`src/rtl/mem_port_arbiter_pkg.sv`:
```
// Shared definitions for the data-memory port arbiter: FSM encoding,
// owner identifiers and the legal memory-latency window.
package mem_port_arbiter_pkg;

  typedef enum logic [1:0] {
    ST_IDLE   = 2'd0,
    ST_ACCESS = 2'd1,
    ST_WAIT   = 2'd2,
    ST_DONE   = 2'd3
  } state_e;

  localparam logic OWN_CU = 1'b0;
  localparam logic OWN_LD = 1'b1;

  localparam int unsigned MEM_LAT_MIN = 1;
  localparam int unsigned MEM_LAT_MAX = 15;
  localparam int unsigned WAIT_CNT_W  = $clog2(MEM_LAT_MAX + 1);

endpackage

```
`src/rtl/mem_port_arbiter_rr_arb2.sv`:
```
// Two-input round-robin arbiter. The grant is combinational from the requests;
// last_grant only moves when the caller accepts a grant.
import mem_port_arbiter_pkg::*;

module rr_arb2 #(
  parameter int unsigned LD_FIRST_TIE = 0
) (
  input  logic       clk_i,
  input  logic       reset_i,
  input  logic [1:0] req_i,
  input  logic       en_i,
  output logic       valid_o,
  output logic       grant_o
);

  logic last_q;

  always_comb begin
    valid_o = |req_i;
    if (req_i[OWN_CU] && req_i[OWN_LD]) grant_o = ~last_q;
    else                                grant_o = req_i[OWN_LD] ? OWN_LD : OWN_CU;
  end

  // Reset value is the side that must lose the first tie.
  always_ff @(posedge clk_i) begin
    if (reset_i)                last_q <= (LD_FIRST_TIE != 0) ? OWN_CU : OWN_LD;
    else if (en_i && valid_o)   last_q <= grant_o;
  end

endmodule

```
`src/rtl/mem_port_arbiter.sv`:
```
// Shares the single data-memory port between the control unit and the program
// loader; sequences enable/write-enable, MDR load and the done handshakes.
import mem_port_arbiter_pkg::*;

module mem_port_arbiter #(
  parameter int unsigned MEM_LATENCY  = 2,
  parameter int unsigned LD_FIRST_TIE = 0
) (
  input  logic clk,
  input  logic reset,
  input  logic read,
  input  logic write,
  input  logic ld_req,
  input  logic ld_we,
  output logic cu_done,
  output logic ld_done,
  output logic mem_en,
  output logic mem_we,
  output logic addr_sel,
  output logic mdr_ld,
  output logic busy,
  output logic err
);

  localparam int unsigned LAT = (MEM_LATENCY < MEM_LAT_MIN) ? MEM_LAT_MIN :
                                (MEM_LATENCY > MEM_LAT_MAX) ? MEM_LAT_MAX : MEM_LATENCY;
  localparam logic [WAIT_CNT_W-1:0] WAIT_LOAD = WAIT_CNT_W'(LAT - 1);

  state_e                state_q;
  logic                  owner_q;
  logic                  we_q;
  logic [WAIT_CNT_W-1:0] wait_cnt_q;
  logic                  err_q;
  logic                  cu_done_q, ld_done_q, mem_en_q, mem_we_q;
  logic                  addr_sel_q, mdr_ld_q, busy_q;

  logic arb_valid, arb_grant, arb_en, op_we, finish;
  logic [1:0] arb_req;

  assign arb_req = {ld_req, read | write};
  assign arb_en  = (state_q == ST_IDLE);

  rr_arb2 #(.LD_FIRST_TIE(LD_FIRST_TIE)) u_arb (
    .clk_i   (clk),
    .reset_i (reset),
    .req_i   (arb_req),
    .en_i    (arb_en),
    .valid_o (arb_valid),
    .grant_o (arb_grant)
  );

  always_comb begin
    op_we  = (arb_grant == OWN_LD) ? ld_we : write;
    finish = ((state_q == ST_ACCESS) && (we_q || (LAT == 1))) ||
             ((state_q == ST_WAIT) && (wait_cnt_q == WAIT_CNT_W'(1)));
  end

  // Outputs are registered alongside the state, so each is set for the state being entered.
  always_ff @(posedge clk) begin
    if (reset) begin
      state_q    <= ST_IDLE;
      owner_q    <= OWN_CU;
      we_q       <= 1'b0;
      wait_cnt_q <= '0;
      err_q      <= 1'b0;
      cu_done_q  <= 1'b0;
      ld_done_q  <= 1'b0;
      mem_en_q   <= 1'b0;
      mem_we_q   <= 1'b0;
      addr_sel_q <= 1'b0;
      mdr_ld_q   <= 1'b0;
      busy_q     <= 1'b0;
    end else begin
      cu_done_q <= 1'b0;
      ld_done_q <= 1'b0;
      mdr_ld_q  <= 1'b0;
      if (finish) begin
        state_q   <= ST_DONE;
        mem_en_q  <= 1'b0;
        mem_we_q  <= 1'b0;
        cu_done_q <= (owner_q == OWN_CU);
        ld_done_q <= (owner_q == OWN_LD);
        mdr_ld_q  <= (owner_q == OWN_CU) && !we_q;
      end else begin
        unique case (state_q)
          ST_IDLE: begin
            if (arb_valid) begin
              state_q    <= ST_ACCESS;
              owner_q    <= arb_grant;
              we_q       <= op_we;
              mem_en_q   <= 1'b1;
              mem_we_q   <= op_we;
              addr_sel_q <= arb_grant;
              busy_q     <= 1'b1;
              if ((arb_grant == OWN_CU) && read && write) err_q <= 1'b1;
            end
          end
          ST_ACCESS: begin
            state_q    <= ST_WAIT;
            wait_cnt_q <= WAIT_LOAD;
            mem_we_q   <= 1'b0;
          end
          ST_WAIT: begin
            wait_cnt_q <= wait_cnt_q - WAIT_CNT_W'(1);
          end
          ST_DONE: begin
            state_q    <= ST_IDLE;
            busy_q     <= 1'b0;
            addr_sel_q <= 1'b0;
          end
        endcase
      end
    end
  end

  assign cu_done  = cu_done_q;
  assign ld_done  = ld_done_q;
  assign mem_en   = mem_en_q;
  assign mem_we   = mem_we_q;
  assign addr_sel = addr_sel_q;
  assign mdr_ld   = mdr_ld_q;
  assign busy     = busy_q;
  assign err      = err_q;

endmodule

```
`config.mk`:
```
export PLATFORM = sky130hd
export DESIGN_NAME = mem_port_arbiter
export DESIGN_NICKNAME = d
export VERILOG_FILES = /design/src/rtl/mem_port_arbiter_pkg.sv /design/src/rtl/mem_port_arbiter_rr_arb2.sv /design/src/rtl/mem_port_arbiter.sv
export SDC_FILE = /design/constraint.sdc
export NUM_CORES = 1
export LEC_CHECK = 0
export ABC_AREA = 1
export CAP_MARGIN = 30
export CORE_MARGIN = 5
export CORE_UTILIZATION = 50
export DETAILED_ROUTE_END_ITERATION = 10
export MAX_ROUTING_LAYER = met4
export PLACE_DENSITY_LB_ADDON = 0.2
export REMOVE_ABC_BUFFERS = 1
export SYNTH_ARGS = -nofsm -noshare
export SYNTH_HDL_FRONTEND = slang
export SYNTH_SLANG_ARGS = --single-unit
```
`constraint.sdc`:
```
create_clock -name clk -period 1.7 [get_ports clk]
set_input_delay 0.34 -clock clk [delete_from_list [all_inputs] [get_ports clk]]
set_output_delay 0.34 -clock clk [all_outputs]
set_load 0.01 [all_outputs]
```
* Word-level counts from Yosys, hierarchy flattened
Index checks and enable logic that the tools add are counted.
** Word-level totals
- Register bits :: 17
- Input bits :: 6
- Output and inout port bits :: 8
- Logic and storage cells :: 62
** Operators by class
- Add/sub/neg operators :: 1
- Eq/ne operators :: 6
- Multiplexer cells :: 13
- Bitwise logic cells :: 5
- Reduce and logical (&&, ||, !) cells :: 24
** Operators by type and width (count)
- case mux 4 bit (2 select lines) :: 1
- AND reduction 2 bit :: 4
- logical AND 1 bit :: 7
- two-way mux 1 bit :: 6
- case mux 1 bit (2 select lines) :: 3
- case mux 2 bit (3 select lines) :: 1
- AND reduction 3 bit :: 2
- nonzero test 2 bit :: 3
- OR reduction 2 bit :: 3
- equality test 2 bit (second input constant) :: 2
- equality test 4 x 1 -> 1 bit (second input constant) :: 1
- two-way mux 2 bit :: 2
- NOT 1 bit :: 4
- AND reduction 4 bit :: 1
- nonzero test 4 bit :: 1
- subtractor 4 x 1 -> 4 bit (second input constant) :: 1
- != test 3 bit (second input constant) :: 1
- equality test 2 x 1 -> 1 bit (second input constant) :: 1
- logical NOT 2 bit :: 1
- != test 2 bit (second input constant) :: 1
- logical NOT 1 bit :: 1
- logical OR 1 bit :: 1
- bitwise OR 1 bit :: 1

* Depth between registers and ports, before layout
- Depth in word-level cells :: 7
- Gate-level depth with buffers :: 11
- Mapped depth without buffers :: 11

* Cells and area by module
A second synthesis with hierarchy kept.
** Unflattened totals
- Cell total of the unflattened synthesis :: 121
- Area total of the unflattened synthesis :: 873.3 um2
** By module, submodules not included
- mem_port_arbiter :: times used 1, cells an instance 112, area an instance 813.3 um2, seq. area each 320.3 um2
- rr_arb2 :: times used 1, cells an instance 9, area an instance 60.1 um2, seq. area each 20.0 um2

* Worst setup path after synthesis
Ideal clock, no wire load.
- Path kind :: register to register
- Start :: register state_q[1]
- End :: register wait_cnt_q[3]
- Setup time :: 0.115 ns
- Data arrival time :: 1.241 ns
- Data required time :: 1.585 ns
- Setup slack :: 0.344 ns
- Stages on the path, launching flop included :: 8
- Buffers on the path :: 0
- Clock period less this slack :: 1.356 ns
- Cell sequence :: dfxtp_1 inv_1 ha_1 inv_1 o31ai_2 inv_1 nand2_1 nor2_1
** Between the ends
- Word-level cells in the longest chain between the ends :: 5
- Elaborated cells on any way between the ends :: 9
- Classes of those cells :: eq/ne: 2; mux: 1; bitwise: 1; reduce/logical: 5
** Ends and longest elaborated chain
- start: declaration :: RTL line mem_port_arbiter.sv:29 : state_e state_q;
- start signal: assignment :: RTL line mem_port_arbiter.sv:61 : state_q <= ST_IDLE;
- start signal: assignment :: RTL line mem_port_arbiter.sv:78 : state_q <= ST_DONE;
- start signal: assignment :: RTL line mem_port_arbiter.sv:88 : state_q <= ST_ACCESS;
- equality test 2 x 1 -> 1 bit / equality test 2 bit (equally long branches) :: RTL line mem_port_arbiter.sv:54, mem_port_arbiter.sv:85, mem_port_arbiter.sv:55
- logical AND 1 bit, on equally long branches :: RTL line mem_port_arbiter.sv:54, mem_port_arbiter.sv:55
- logical OR 1 bit :: RTL line mem_port_arbiter.sv:54 : finish = ((state_q == ST_ACCESS) && (we_q || (LAT == 1))) ||
- NOT 1 bit (no source line)
- AND reduction 2 bit (no source line)
- end signal: assignment :: RTL line mem_port_arbiter.sv:104 : wait_cnt_q <= wait_cnt_q - WAIT_CNT_W'(1);
- end: declaration :: RTL line mem_port_arbiter.sv:32 : logic [WAIT_CNT_W-1:0] wait_cnt_q;
Parallel ways exist; a longest one is shown, timed or not.
A chain may end at the register's enable or synchronous reset.

* Worst setup path after layout
- Start :: register addr_sel_q, in the netlist addr_sel
- End :: output port addr_sel
** RTL lines
- start: declaration :: RTL line mem_port_arbiter.sv:35 : logic addr_sel_q, mdr_ld_q, busy_q;
- start signal: assignment :: RTL line mem_port_arbiter.sv:93 : addr_sel_q <= arb_grant;
- end: declaration :: RTL line mem_port_arbiter.sv:19 : output logic addr_sel,
No word-level cell between the ends.

==> reports/qor.yml <==
die_y_um: 52.6
numCtsBuffers: 3
yosysWarnings: 0
hpwlAfterDp_um: 1410
ys_async_sr_fraction: 0
fin_ws_ps: 162
synth_commonest_cells: "nand2_1, inv_1, dfxtp_1"
post_cts_buffers: 0
whs_ps: 470
crit_chain: "clkdlybuf4s50_1"
synthCells: 119
fillers: 170
via_per_inst: 4.88
ys_ff_latch: 17
crit_fanout: 2
slew_headroom: 0.784
layout.nets: 150
dp_cells: 158
setup_tns_ps: 0
path_clk_slew_ps: 110
arrival_ps: 1200
synth_edf_count: 0
rows: 15
cts_sinks: 17
diodes: 0
cts_resized: 0
preCtsSetupSlack_ps: 108
period_share: 0.905
wl_per_cell_um: 11.2
ant_nets: 0
cpMaxStageDelayCell: "clkdlybuf4s50_1"
end_kind: "primary output"
cts_buffer_depth: 2
first_pass_iters: 4
irDropWorstVdd_v: 0.000882
rsz0062_at_grt: "no"
ys.flop_type: "dfxtp_1"
hold_path_class: "reg2reg"
crit_family: "buffers and inverters"
powerDensity_nw_per_um2: 1690
clock_latency_ps: 300
grt_pass1_vias: 752
drive_gt1_frac: 0.161
cp_num_buf_inv: 1
drc: 0
finalWirelength_um: 1810
pin_count: 14
cts_htree_levels: 1
slew_viol_final: 0
status: "completed"
drv_cap: 0
finalCriticalPeriod_ps: 1540
cts_tree: "built"
ctsHoldBuffers: 0
cellLeakagePower_nw: 0.503
antenna_found_initial: 0
die_area_sq_um: 2760
slowest_delay_ps: 540
synth_top_area_cell: "dfxtp_1"
cts.root.buffer_cell: "clkbuf_4"
grt_pass1_wl_um: 3110
vias: 790
final_hold_viol_count: 0
startpoint_type: "register"
die_w_um: 52.6
final_cells: 162
io_buffers: 13
start_util: 0.525
synth_cell_types: 22
gp_congestion: 0.827
tightest_slew_ps: 322
finalSetupViolCount: 0
syn_area_sq_um: 906
grt_max_degree: 11
worstPathRequired_ps: 1360
grt_usage: 0.158
grt-ovfl-total: 0
seq_area_frac_synth: 0.376
yosysMostFrequentCell: "nand2_1"
skew_ps: 7.76
critPathKind: "reg2out"
synth_top_cell_area_share: 0.376
max_clock_freq_ghz: 0.650
core_region_area_sq_um: 1730
synth.area.top_cells: "dfxtp_1, ha_1, nand2_1"
syn_area_per_cell_sq_um: 7.61
syn_to_final_growth_pct: 21.7
drtIter0Drc: 4
==> flip-flops by register name, indices dropped and copies added, names as in the netlist <==
register and count:
mdr_ld 1, mem_en 1, owner_q 1, ld_done 1, cu_done 1, u_arb.last_q 1, busy 1, err 1
wait_cnt_q 4, addr_sel 1, mem_we 1, we_q 1, state_q 2
==> cell type report <==
cell class | instances | area, sq um | area share
clock buffer | 3 | 22.5 | 0.0204
timing repair buffer | 14 | 138 | 0.125
inverter | 21 | 78.8 | 0.0715
tap | 25 | 31.3 | 0.0284
multi-input combinational | 81 | 487 | 0.442
sequential | 17 | 340 | 0.309
clock inverter | 1 | 5.00 | 0.00454
==> path summary, 6_finish.rpt <==
path,startpoint,endpoint,slack (ps),cells after the start
setup reg to reg,state_q[1],wait_cnt_q[3],170,7
hold / removal,busy,busy,470,2
hold reg to reg,busy,busy,470,2
setup / recovery,addr_sel,addr_sel,160,1
==> logic make-up after synthesis <==
kind of cell	after synthesis	synth area share
fa+ha+maj	6	0.0829
buf+inv	21	0.0870
flops	17	0.376
simple gates	54	0.319
compound gates	21	0.135
==> stage by stage <==
step	area [sq um]	total power, W	utilization
after floorplan	906	0.00139	-
after global placement	1070	0.00161	0.622
after detailed placement	1070	0.00165	0.622
after CTS	1100	0.00188	0.638
after global routing	1100	0.00205	0.638
final	1100	0.00187	0.638
==> report_power, final <==
| part | internal [W] | total, W | switching (W) |
|---|---|---|---|
| combinational | 0.000419 | 0.00102 | 0.000598 |
| clock | 0.0000877 | 0.000224 | 0.000137 |
| sequential | 0.000528 | 0.000626 | 0.0000980 |
| total | 0.00103 | 0.00187 | 0.000833 |
==> per-layer routing <==
metal,vias to the layer above,GRT usage,share of wire
li1,414,-,-
met1,363,0.168,0.45
met2,9,0.275,0.51
met3,4,0.0342,0.024
met4,0,0.0809,0.017
met5,-,-,0
==> cells in the final DEF, fill, tap and decap left out, types with 3 or more instances in the layout <==
cell / instances
nand2_1: 20
inv_1: 19
dfxtp_1: 17
clkdlybuf4s50_1: 13
a21oi_1: 11
nor2_1: 11
nand3_1: 9
ha_1: 6
nor2_2: 4
nand2_2: 4
o21ai_1: 3
o21ai_0: 3
clkbuf_4: 3
(Power assumes the default switching activity.)
